==> config.mk <==
export PLATFORM = sky130hd
export DESIGN_NAME = mandelbrot_solver_ctrl
export DESIGN_NICKNAME = d
export VERILOG_FILES = /design/src/rtl/mandelbrot_pkg.sv /design/src/rtl/limb_sequencer.sv /design/src/rtl/mandelbrot_solver_ctrl.sv
export SDC_FILE = /design/constraint.sdc
export NUM_CORES = 1
export LEC_CHECK = 0
export ABC_AREA = 1
export CORE_MARGIN = 2
export CORE_UTILIZATION = 49
export CTS_CLUSTER_SIZE = 40
export DETAILED_ROUTE_END_ITERATION = 7
export PLACE_DENSITY = 0.82
export SLEW_MARGIN = 40
export SYNTH_ARGS = -nofsm -noshare
export SYNTH_HDL_FRONTEND = slang
export SYNTH_SLANG_ARGS = --single-unit
==> constraint.sdc <==
create_clock -name clock -period 1.8 [get_ports clock]
set_clock_uncertainty 0.05 [all_clocks]
set_input_delay 0.18 -clock clock [delete_from_list [all_inputs] [get_ports clock]]
set_output_delay 0.18 -clock clock [all_outputs]
set_load 0.01 [all_outputs]
==> src/rtl/mandelbrot_pkg.sv <==
// Shared types and constants for the Mandelbrot solver lane controller.
package mandelbrot_pkg;

   typedef enum logic [2:0] {
      ST_IDLE,
      ST_LOAD,
      ST_ABS,
      ST_ITER,
      ST_CHECK,
      ST_DONE
   } state_t;

   localparam logic [1:0] DP_IDLE = 2'd0;
   localparam logic [1:0] DP_ABS  = 2'd1;
   localparam logic [1:0] DP_ITER = 2'd2;

   localparam int DEF_LIMB_INDEX_BITS = 6;
   localparam int DEF_ITER_BITS       = 16;

endpackage

==> src/rtl/limb_sequencer.sv <==
// Walks the limb index 0..num_limbs-1 once per start pulse, LSB first.
module limb_sequencer #(
   parameter int LIMB_INDEX_BITS = 6
) (
   input  logic                       clock,
   input  logic                       reset,
   input  logic                       start,
   input  logic [LIMB_INDEX_BITS:0]   num_limbs,
   output logic [LIMB_INDEX_BITS-1:0] limb_ind,
   output logic                       first,
   output logic                       last,
   output logic                       done
);

   logic                       active;
   logic [LIMB_INDEX_BITS-1:0] idx;
   logic                       at_end;

   assign at_end   = ({1'b0, idx} == (num_limbs - 1'b1));
   assign limb_ind = idx;
   assign first    = active && (idx == '0);
   assign last     = active && at_end;
   assign done     = last;

   // Index counter; a start pulse restarts the walk even on the final limb of a pass.
   always_ff @(posedge clock) begin
      if (reset) begin
         active <= 1'b0;
         idx    <= '0;
      end else if (start) begin
         active <= 1'b1;
         idx    <= '0;
      end else if (active) begin
         if (at_end) begin
            active <= 1'b0;
            idx    <= '0;
         end else begin
            idx <= idx + 1'b1;
         end
      end
   end

endmodule

==> src/rtl/mandelbrot_solver_ctrl.sv <==
// Control FSM for one limb-serial Mandelbrot solver lane.
//   state | meaning
//   IDLE  | waiting for limb 0 of c; clears z and the iteration count on accept
//   LOAD  | accepting the remaining limbs of c
//   ABS   | one datapath pass computing |z|^2
//   ITER  | one datapath pass computing z <= z^2 + c
//   CHECK | single-cycle decision: diverged, limit reached, or iterate again
//   DONE  | result presented until res_rdy
module mandelbrot_solver_ctrl
   import mandelbrot_pkg::*;
#(
   parameter int LIMB_INDEX_BITS = DEF_LIMB_INDEX_BITS,
   parameter int MAX_LIMBS       = 32,
   parameter int ITER_BITS       = DEF_ITER_BITS
) (
   input  logic                       clock,
   input  logic                       reset,
   input  logic                       c_val,
   output logic                       c_rdy,
   input  logic                       c_last,
   input  logic [ITER_BITS-1:0]       max_iter,
   output logic [LIMB_INDEX_BITS-1:0] limb_ind,
   output logic                       cre_wr_en,
   output logic                       cim_wr_en,
   output logic                       z_clear,
   output logic [1:0]                 dp_op,
   output logic                       dp_first,
   output logic                       dp_last,
   input  logic                       diverged,
   output logic                       res_val,
   input  logic                       res_rdy,
   output logic [ITER_BITS-1:0]       res_count,
   output logic                       res_escaped
);

   state_t                     state, state_nxt;
   logic [LIMB_INDEX_BITS-1:0] load_idx;
   logic [LIMB_INDEX_BITS:0]   num_limbs;
   logic [ITER_BITS-1:0]       max_iter_q;
   logic [ITER_BITS-1:0]       iter_count;
   logic                       escaped_q;
   logic                       load_last;
   logic                       first_last;

   logic                       seq_start;
   logic [LIMB_INDEX_BITS-1:0] seq_idx;
   logic                       seq_first;
   logic                       seq_last;
   logic                       seq_done;

   // A beat at the top index ends the load even without c_last.
   assign load_last  = c_last || (load_idx == LIMB_INDEX_BITS'(MAX_LIMBS - 1));
   assign first_last = c_last || (MAX_LIMBS == 1);

   limb_sequencer #(
      .LIMB_INDEX_BITS(LIMB_INDEX_BITS)
   ) u_seq (
      .clock     (clock),
      .reset     (reset),
      .start     (seq_start),
      .num_limbs (num_limbs),
      .limb_ind  (seq_idx),
      .first     (seq_first),
      .last      (seq_last),
      .done      (seq_done)
   );

   // State register.
   always_ff @(posedge clock) begin
      if (reset) state <= ST_IDLE;
      else       state <= state_nxt;
   end

   // Next state, load handshake and pass start pulses.
   always_comb begin
      state_nxt = state;
      seq_start = 1'b0;
      c_rdy     = 1'b0;
      cre_wr_en = 1'b0;
      cim_wr_en = 1'b0;
      z_clear   = 1'b0;
      case (state)
         ST_IDLE: begin
            c_rdy = 1'b1;
            if (c_val) begin
               cre_wr_en = 1'b1;
               cim_wr_en = 1'b1;
               z_clear   = 1'b1;
               if (first_last) begin
                  if (max_iter == '0) begin
                     state_nxt = ST_DONE;
                  end else begin
                     state_nxt = ST_ABS;
                     seq_start = 1'b1;
                  end
               end else begin
                  state_nxt = ST_LOAD;
               end
            end
         end
         ST_LOAD: begin
            c_rdy     = 1'b1;
            cre_wr_en = c_val;
            cim_wr_en = c_val;
            if (c_val && load_last) begin
               if (max_iter_q == '0) begin
                  state_nxt = ST_DONE;
               end else begin
                  state_nxt = ST_ABS;
                  seq_start = 1'b1;
               end
            end
         end
         ST_ABS: begin
            if (seq_done) begin
               state_nxt = ST_ITER;
               seq_start = 1'b1;
            end
         end
         ST_ITER: begin
            if (seq_done) state_nxt = ST_CHECK;
         end
         ST_CHECK: begin
            if (diverged || (iter_count == max_iter_q)) begin
               state_nxt = ST_DONE;
            end else begin
               state_nxt = ST_ABS;
               seq_start = 1'b1;
            end
         end
         ST_DONE: begin
            if (res_rdy) state_nxt = ST_IDLE;
         end
         default: state_nxt = ST_IDLE;
      endcase
   end

   // Load index, operand length, limit, iteration count and escape flag.
   always_ff @(posedge clock) begin
      if (reset) begin
         load_idx   <= '0;
         num_limbs  <= '0;
         max_iter_q <= '0;
         iter_count <= '0;
         escaped_q  <= 1'b0;
      end else begin
         case (state)
            ST_IDLE: begin
               if (c_val) begin
                  max_iter_q <= max_iter;
                  iter_count <= '0;
                  escaped_q  <= 1'b0;
                  load_idx   <= LIMB_INDEX_BITS'(1);
                  if (first_last) num_limbs <= (LIMB_INDEX_BITS+1)'(1);
               end
            end
            ST_LOAD: begin
               if (c_val) begin
                  load_idx <= load_idx + 1'b1;
                  if (load_last) num_limbs <= {1'b0, load_idx} + 1'b1;
               end
            end
            ST_ITER: begin
               if (seq_done) iter_count <= iter_count + 1'b1;
            end
            ST_CHECK: begin
               if (diverged) escaped_q <= 1'b1;
            end
            default: ;
         endcase
      end
   end

   // Datapath-facing outputs decoded from registered state.
   always_comb begin
      limb_ind = '0;
      dp_op    = DP_IDLE;
      dp_first = 1'b0;
      dp_last  = 1'b0;
      case (state)
         ST_LOAD: limb_ind = load_idx;
         ST_ABS: begin
            limb_ind = seq_idx;
            dp_op    = DP_ABS;
            dp_first = seq_first;
            dp_last  = seq_last;
         end
         ST_ITER: begin
            limb_ind = seq_idx;
            dp_op    = DP_ITER;
            dp_first = seq_first;
            dp_last  = seq_last;
         end
         default: ;
      endcase
   end

   assign res_val     = (state == ST_DONE);
   assign res_count   = iter_count;
   assign res_escaped = escaped_q;

endmodule

==> results by stage, run 1 <==
Clock network:
- After clock tree synthesis, the clock-pin slew on the worst setup and hold paths is 0.10 ns.
- TritonCTS built the clock tree.
- The clock drives 56 sinks.
- Buffers inserted during clock tree synthesis total 5.
- The clock tree synthesis step divided the H-tree into 2 levels.
- The cell sitting at the root of the clock tree is a sky130_fd_sc_hd__clkbuf_8.
- After clock tree synthesis, the flow added hold-fix buffers numbering 0.
- For the worst-skew pair, the clock arrives at the later sink with an insertion delay of 0.33 ns.
- No sink is reached through more buffers than the 2 on the longest clock path.

Timing:
- The number of pins exceeding their max-slew limit in the final report is 0.
- The time the final worst path needs with I/O delays and setup is 2.049 ns.
- Setup repair after global routing could not meet its margin everywhere.
- The post-route fraction of the period consumed by the critical path is 1.138.
- For the pin with the worst max-slew slack, the measured transition is 0.3587 ns.
- The worst-case hold slack is 0.4074 ns.
- Setup violations remaining at the end of the flow were counted as 27.
- The total count of hold-check failures in the final report came to 0.
- The top achievable clock speed is 0.4880 GHz.
- After layout, the worst setup slack is -0.2492 ns.
- The sum of negative setup slack is -4.697 ns.
- Measured against its own limit, the worst slew margin works out to 0.7583.

Power:
- The share of total power dissipated in sequential elements is 0.303.
- Summed over all cells, the static leakage comes to 0.002062 uW.
- In this run the power spent charging and discharging nets is 2488 uW.
- The power share of the combinational group is 0.548.
- Of the total power, the share spent switching nets is 0.4371.
- The internal power of the cells totals 3204 uW.
- The clock network power share is 0.149.
- IR analysis of the VDD net gives a maximum drop of 0.9336 mV.
- Power spread over the standard cell area amounts to 1172 mW/mm^2.

Outcome:
- The final reports fail on setup timing.
- The flow ran to the end, but the final reports show violations.

Global route:
- The number of global-route vias before repair is 3912.
- Global routing finished with a remaining overflow of 0.
- The first global-routing pass estimated 17110 um of wire.
- The number of antenna violations at the first check in global routing is 0.
- Entering global routing, the biggest net connects 21 pins.
- The total global routing track utilization is 0.2792.

Yosys:
- Counting distinct cell types in the post-synthesis netlist gives 31.
- The post-synthesis share of cell area spent on and, or, nand and nor gates is 0.3601.
- The post-synthesis compound-gate area fraction is 0.1501.
- Counting every net in the synthesized netlist gives 582.
- The count of warnings emitted by yosys is 0.
- The count of mapped cells out of synthesis is 555.
- After synthesis the netlist holds a flip-flop and latch count of 56.
- The largest family of logic cells by synthesized area is simple AND/OR/NAND/NOR gates.
- Of the total synthesized cell area, the portion taken by full adders, half adders and majority gates is 0.01826.
- The synthesized area per cell is 6.173 um^2.
- The share of synthesized area occupied by flip-flops and latches is 0.3272.
- In this run the cell area of the synthesized design comes to 0.003426 mm^2.
- The xor/xnor cell area share of the yosys netlist is 0.03579.
- The mux cell area share after synthesis is 0.

Die:
- The floorplan die area is 0.007676 mm^2.
- The area of the core region is 0.006794 mm^2.
- The number of ports placed on the die boundary is 54.
- The vertical die dimension is 87.62 um.
- The floorplan has 30 rows.
- The initial utilization of the core area, before any placement, comes to 0.5042.
- The horizontal extent of the die is 87.62 um.

Hold path:
- In this run the worst hold path is classified as in -> reg.
- Along the worst hold path, the cell count comes to 3.
- The startpoint identified for the worst hold timing path is diverged.
- The capture endpoint of the worst hold path is res_escaped$_SDFFE_PP0P_.

Placed design:
- Once placement finished, the instance area stood at 0.004504 mm^2.
- The number of placed cells counting well taps is 750.
- Routability-driven placement finished with a final weighted congestion of 0.9097.
- The total of buffers placed on input and output ports is 53.
- The half-perimeter wire length after detailed placement is 7705 um.

Cells and area:
- Leaving out filler cells and counting taps, the final layout contains 769.
- The finished cells cover 0.004856 mm^2.
- Counting the fill cells in the layout gives 551.
- Measured on the finished design, the core utilization comes to 0.7147.
- The commonest non-fill, non-tap cell in the layout is sky130_fd_sc_hd__nand2_1.
- Summing all multi-input logic gate instances after layout gives 0.002125 mm^2.
- The layout cell share with drive strength beyond 1 is 0.2437.
- The layout overhead on the synthesized area is 41.75%.
- The storage element area is 0.001134 mm^2.
- Leaving out fill and tap cells, the most frequent cells in the layout are sky130_fd_sc_hd__nand2_1 (133), sky130_fd_sc_hd__inv_1 (69), sky130_fd_sc_hd__nor2_1 (68), sky130_fd_sc_hd__buf_4 (58), sky130_fd_sc_hd__dfxtp_1 (48).
- The antenna diode count is 0.
- The final layout net count is 699.

Setup path:
- Setup slack on the worst reg-to-reg path comes out at -0.25 ns.
- The endpoint of the worst-slack reg-to-reg timing path is res_count[4]$_SDFFE_PP0P_.
- Counting cells, the worst reg-to-reg path comes to 15.
- The worst setup path category is reg -> reg.
- The endpoint kind of the worst setup timing path is a flip-flop.
- The largest fanout on the critical path is 5.
- The critical path data required time is 1.95 ns.
- The worst path arrival time is 2.20 ns.
- The worst setup path is launched from a flip-flop.
- In this run the critical register-to-register path is launched from num_limbs[1]$_SDFFE_PP0P_.

Flow run:
- The max-cap check violation count is 0.

Route:
- The residual antenna-violating net count after detailed routing is 0.
- The final layout contains routed wiring with a total length of 10690 um.
- In the routed layout, each cell is associated on average with a via count of 5.311.
- Dividing the detail-routed wire length by the instance count gives 13.91 um.
- For this run, the detailed router's first-pass iteration total came to 5.
- In the routed design, unresolved DRC markers number 0.
- The detailed router placed 4084 vias in this run.
- The first routing iteration left 291 violations.
## metrics by stage
step	setup WS [ns]	power (uW)
2_1_floorplan	-0.1015	3429
3_3_place_gp	-0.2895	4359
3_5_place_dp	-0.3538	4468
4_1_cts	-0.2338	5444
5_1_grt	-0.3557	6063
6_report	-0.2492	5691
## critical path: stages, from the launching register on
cell	delay, ns
sky130_fd_sc_hd__dfxtp_2	0.35
sky130_fd_sc_hd__inv_2	0.05
sky130_fd_sc_hd__ha_4	0.26
sky130_fd_sc_hd__nor2_1	0.03
sky130_fd_sc_hd__nor2_1	0.10
sky130_fd_sc_hd__nand2_1	0.06
sky130_fd_sc_hd__nor2_1	0.09
sky130_fd_sc_hd__nand2_1	0.10
sky130_fd_sc_hd__nor2_4	0.12
sky130_fd_sc_hd__nand3_4	0.08
sky130_fd_sc_hd__buf_8	0.14
sky130_fd_sc_hd__nor2_4	0.14
sky130_fd_sc_hd__nor2_4	0.08
sky130_fd_sc_hd__buf_6	0.14
sky130_fd_sc_hd__nand2_1	0.07
sky130_fd_sc_hd__a21oi_2	0.05
## cell type report
class,count,area share
well taps,96,0.02474
clock inverters,2,0.007215
multi-input cells,404,0.4375
flip-flops and latches,56,0.2334
clock buffers,6,0.01494
inverters,83,0.06493
repair buffers,122,0.2172
## worst max path at each step
stage | startpoint | end | slack (ns) | cells past startpoint
finish | num_limbs[1]$_SDFFE_PP0P_ | res_count[4]$_SDFFE_PP0P_ | -0.25 | 15
global route | num_limbs[0]$_SDFFE_PP0P_ | res_count[4]$_SDFFE_PP0P_ | -0.36 | 15
CTS | num_limbs[0]$_SDFFE_PP0P_ | dp_last | -0.23 | 12
detailed placement | num_limbs[1]$_SDFFE_PP0P_ | dp_last | -0.35 | 11
global placement | num_limbs[1]$_SDFFE_PP0P_ | dp_last | -0.29 | 11
floorplan | num_limbs[0]$_SDFFE_PP0P_ | res_count[8]$_SDFFE_PP0P_ | -0.10 | 15
## sequential cells by signal, indices dropped and copies added, names as in the netlist
register and cells:
res_escaped 1, u_seq.active 1, max_iter_q 16, state 3, load_idx 6, res_count 16, u_seq.limb_ind 6, num_limbs 7
## timing repair
action | in CTS | in global routing
gates resized for setup | 58 | 61
setup buffers | 6 | 5
gates cloned | 1 | 0
pin swaps | 7 | 5
endpoints found under the setup margin | 41 | 46
## power groups by stage
stage               Combinational, uW  Clock [uW]  Sequential [uW]
finish                           3120         848             1720
global route                     3400         907             1750
CTS                              2890         847             1700
detailed placement               2750           0             1720
global placement                 2650           0             1710
floorplan                        1730           0             1700
## synth_stat cells
cell	instances	area, um^2
sky130_fd_sc_hd__a21oi_1	53	265.3
sky130_fd_sc_hd__a21oi_2	1	8.760
sky130_fd_sc_hd__a31oi_1	1	6.260
sky130_fd_sc_hd__buf_1	1	3.750
sky130_fd_sc_hd__buf_4	2	15.01
sky130_fd_sc_hd__buf_6	1	11.26
sky130_fd_sc_hd__clkbuf_1	8	30.03
sky130_fd_sc_hd__clkinv_1	1	3.750
sky130_fd_sc_hd__dfxtp_1	56	1121
sky130_fd_sc_hd__ha_1	5	62.56
sky130_fd_sc_hd__inv_1	75	281.5
sky130_fd_sc_hd__inv_2	7	26.28
sky130_fd_sc_hd__nand2_1	149	559.3
sky130_fd_sc_hd__nand2_2	1	6.260
sky130_fd_sc_hd__nand3_1	26	130.1
sky130_fd_sc_hd__nand3_2	1	10.01
sky130_fd_sc_hd__nand3_4	1	17.52
sky130_fd_sc_hd__nand3b_1	1	7.510
sky130_fd_sc_hd__nand4_1	12	75.07
sky130_fd_sc_hd__nor2_1	71	266.5
sky130_fd_sc_hd__nor2_2	4	25.02
sky130_fd_sc_hd__nor2_4	2	22.52
sky130_fd_sc_hd__nor3_1	13	65.06
sky130_fd_sc_hd__nor3_4	1	16.27
sky130_fd_sc_hd__nor3b_1	1	7.510
sky130_fd_sc_hd__nor4_1	4	25.02
sky130_fd_sc_hd__o21ai_0	37	185.2
sky130_fd_sc_hd__o21ai_4	1	16.27
sky130_fd_sc_hd__o22ai_1	4	25.02
sky130_fd_sc_hd__o31ai_1	1	7.510
sky130_fd_sc_hd__xor2_1	14	122.6
## cells by family after synthesis
| kind of cell | after synthesis |
|---|---|
| xor gates and xnor gates | 14 |
| adders and majority gates | 5 |
| and+or+nand+nor | 287 |
| AOI/OAI and AO/OA | 98 |
| buffers and inverters | 95 |
| DFF | 56 |
## layer usage
metal  vias up  routed length, um  track usage
met2       171               5457       0.5055
met3        34                606      0.05844
met4         0                383       0.1189
met1      1875               4244       0.3158
li1       2004                  -            -
met5         -                  0            0
(Power assumes the default switching activity.)
==> run 2, diff against run 1 <==
Settings changed: CORE_UTILIZATION 49 to 50, CTS_BUF_LIST set to sky130_fd_sc_hd__clkbuf_8, PLACE_DENSITY 0.82 to 0.83.
==> run 2 against run 1 <==
Net effect:
- the run still ends with setup timing left
- flip-flop and latch count unchanged
- routed wire length increased by 2.2%
- clock-buffer cell count unchanged
- worst hold slack got worse by 0.0014 ns
- setup slack got worse by 0.037 ns
- register-to-register slack got worse by 0.04 ns
- non-clock buffer count increased by 5
==> results by stage, run 2 (same netlist as run 1, synthesis figures left out) <==
Clock network:
- The clock network latency to the later pin of the worst-skew pair is 0.32 ns (about the same).
- The CTS tree is built.
- The clock slew at the register clock pins of the worst setup and hold paths is 0.10 ns (about the same).
- The count of clock tree sinks came to 56 (unchanged).
- The buffer levels on the longest clock path is 2 (unchanged).
- The number of H-tree levels was 2 (unchanged).
- The number of buffers inserted for hold repair after clock tree synthesis is 0 (unchanged).
- The number of buffers created by CTS is 5 (unchanged).
- The root buffer cell chosen for the clock tree is sky130_fd_sc_hd__clkbuf_8.

Cells and area:
- The antenna diode count is 0 (unchanged).
- The layout cell share with drive strength beyond 1 was 0.2375 (-0.006222).
- The final design instance area without fill is 0.004871 mm^2 (+0.31%).
- The final layout net count was 704 (+0.72%).
- In the layout the commonest cells are sky130_fd_sc_hd__nand2_1 (133), sky130_fd_sc_hd__inv_1 (70), sky130_fd_sc_hd__nor2_1 (64), sky130_fd_sc_hd__buf_4 (63), sky130_fd_sc_hd__dfxtp_1 (51).
- Compared with the post-synthesis result, the final layout area differs by 42.18%.
- The count of non-filler cells in the finished layout is 758 (-1.4%).
- The commonest non-fill, non-tap cell in the layout is sky130_fd_sc_hd__nand2_1.

Power:
- The total leakage power is 0.002103 uW (+2.0%).
- The total power is 5693 uW (about the same).
- The power density over the cells was 1169 mW/mm^2 (-0.29%).
- The peak ir drop on the vdd network is 0.8378 mV (-10%).

Flow run:
- The max-cap check violation count came to 0 (unchanged).

Timing:
- The number of pins exceeding their max-slew limit in the final report is 0 (unchanged).
- The transition time at the pin with the least slew margin is 0.5393 ns (+0.1806 ns).
- The worst slew margin relative to its limit was 0.6371 (-0.1212).
- The worst setup margin is -0.2866 ns (-0.03739 ns).
- The setup violation total in the final timing report is 29 (+7.4%).
- Setup repair after global routing could not meet its margin everywhere.
- The total count of hold-check failures in the final report was 0 (unchanged).
- The top achievable clock speed is 0.4793 GHz (-1.8%).
- The post-route fraction of the period consumed by the critical path was 1.159 (+0.02077).
- The time the final worst path needs with I/O delays and setup is 2.087 ns (+0.03739 ns).

Route:
- The DRC violation count after routing is 0 (unchanged).
- The residual antenna-violating net count after detailed routing came to 0 (unchanged).
- The number of design-rule violations left by the first detailed-router iteration came to 319 (+9.6%).
- The routed wirelength normalized by instance count is 14.42 um (+3.7%).
- The total via count after detailed routing is 4142 (+1.4%).
- The total detailed-routing wirelength is 10930 um (+2.2%).
- The via-per-instance ratio is 5.464 (+2.9%).
- The total iterations of the first detailed-routing run is 7 (+2).

Die:
- The floorplan die area is 0.007530 mm^2 (-1.9%).
- The vertical die dimension is 86.78 um (-0.96%).
- The initial core utilization is 0.5099 (+0.005634).
- The row count came to 30 (unchanged).
- The horizontal extent of the die was 86.78 um (-0.96%).
- The area of the core region is 0.006719 mm^2 (-1.1%).
- The number of ports placed on the die boundary is 54 (unchanged).

Setup path:
- The cell type group with the largest total delay on the critical path is simple AND/OR/NAND/NOR gates.
- The worst-case register-to-register setup slack came to -0.29 ns (-0.04 ns).
- Walking the worst path, the cells encountered are inv_2, ha_4, nand2_2, inv_2, nor2_2, nand2_1, nor2_1, nand2_1, nor2_4, nand3_4, buf_8, nor2_4, nor2_4, clkbuf_16, nand2_4, a21oi_2.
- The maximum cell stage delay along the critical path is 0.36 ns (about the same).
- The largest fanout on the critical path came to 5 (unchanged).
- The endpoint of the worst-slack reg-to-reg timing path is res_count[14]$_SDFFE_PP0P_.
- The count of cell instances traversed by the critical path is 16 (+1).
- The endpoint kind of the worst setup timing path is a flip-flop.
- The type of element launching the critical path is a flip-flop.
- By instance count, the cell type seen most on the critical path is sky130_fd_sc_hd__nor2_4.
- The worst reg2reg path startpoint is num_limbs[0]$_SDFFE_PP0P_.
- The critical path data required time came to 1.95 ns (about the same).
- For this design, the slowest cell found on the critical path is sky130_fd_sc_hd__dfxtp_2.
- The worst path arrival time is 2.24 ns (+0.04 ns).
- The total buffers and inverters traversed by the critical path was 4 (+1).
- The path depth of the worst reg2reg path is 16 (+1).
- The worst setup path category is reg -> reg.

Global route:
- The number of global-route vias before repair is 3854 (-1.5%).
- The total global routing track utilization is 0.2799 (+0.0007107).
- The first-pass GRT wire length was 16930 um (-1.0%).
- The global-route congestion overflow total was 0 (unchanged).
- The number of antenna violations at the first check in global routing was 0 (unchanged).
- The largest net degree at the start of global routing is 31 (+48%).

Placed design:
- The total of buffers placed on input and output ports is 53 (unchanged).
- The global placement routability congestion came to 0.8732 (-4.0%).
- The minimum setup slack after placement is -0.2921 ns (+0.06171 ns).
- The cell area after placement is 0.004499 mm^2 (-0.11%).
- The number of placed cells counting well taps came to 736 (-1.9%).
- The half-perimeter wire length after detailed placement is 7516 um (-2.4%).

Outcome:
- The checks that failed: setup timing.
- The run finished, with violations left.

Hold path:
- The worst hold path cell count was 3 (unchanged).
- The capture endpoint of the worst hold path is res_escaped$_SDFFE_PP0P_.
- The launch instance of the worst min-delay path is diverged.
- The worst hold path belongs to the class in -> reg.
run 2: final cells by class:
| class | count | area, um^2 |
|---|---|---|
| Inverter | 83 | 315.3 |
| Multi-Input combinational cell | 404 | 2112 |
| Clock buffer | 6 | 82.58 |
| Fill cell | 542 | 1848 |
| Timing Repair Buffer | 127 | 1120 |
| Clock inverter | 2 | 11.26 |
| Sequential cell | 56 | 1130 |
| Tap cell | 80 | 100.1 |
run 2: where the power goes:
group          internal, uW  switching, uW
Clock                   309            425
Combinational          1350           1880
Sequential             1520            209
run 2: how the worst max path moves through the flow:
stage                                   start                         end  slack [ns]
global placement    num_limbs[1]$_SDFFE_PP0P_                     dp_last       -0.28
global route        num_limbs[0]$_SDFFE_PP0P_  res_count[13]$_SDFFE_PP0P_       -0.44
detailed placement  num_limbs[1]$_SDFFE_PP0P_                     dp_last       -0.29
CTS                 num_limbs[0]$_SDFFE_PP0P_                     dp_last       -0.20
finish              num_limbs[0]$_SDFFE_PP0P_  res_count[14]$_SDFFE_PP0P_       -0.29
floorplan           num_limbs[0]$_SDFFE_PP0P_   res_count[8]$_SDFFE_PP0P_       -0.10
run 2: timing repair:
item / in CTS / in global routing
pin swaps: 8 / 5
setup buffers: 7 / 7
cloned: 0 / 1
resized for setup: 61 / 52
setup endpoints to repair: 46 / 50
run 2: routing by layer:
metal	vias up	part of all wire	track usage
met3	30	0.071	0.03619
met1	1901	0.40	0.3355
met2	193	0.50	0.5098
met5	-	0	0
li1	2018	-	-
met4	0	0.026	0.09943
run 2: per-stage QoR:
| stage | setup TNS, ns | utilization | hold slack, ns |
|---|---|---|---|
| after global routing | -10.88 | 0.7250 | 0.4310 |
| after CTS | -3.592 | 0.7035 | 0.4119 |
| after detailed placement | -5.764 | 0.6696 | 0.4075 |
| after global placement | -4.426 | 0.6696 | 0.4056 |
| final | -6.685 | 0.7250 | 0.4060 |
| after floorplan | -1.087 | - | 0.2726 |
run 2: tightest hold or removal path: stages:
cell and delay, ns:
sky130_fd_sc_hd__clkdlybuf4s50_1 0.42, sky130_fd_sc_hd__nand2_1 0.07, sky130_fd_sc_hd__a21oi_1 0.05
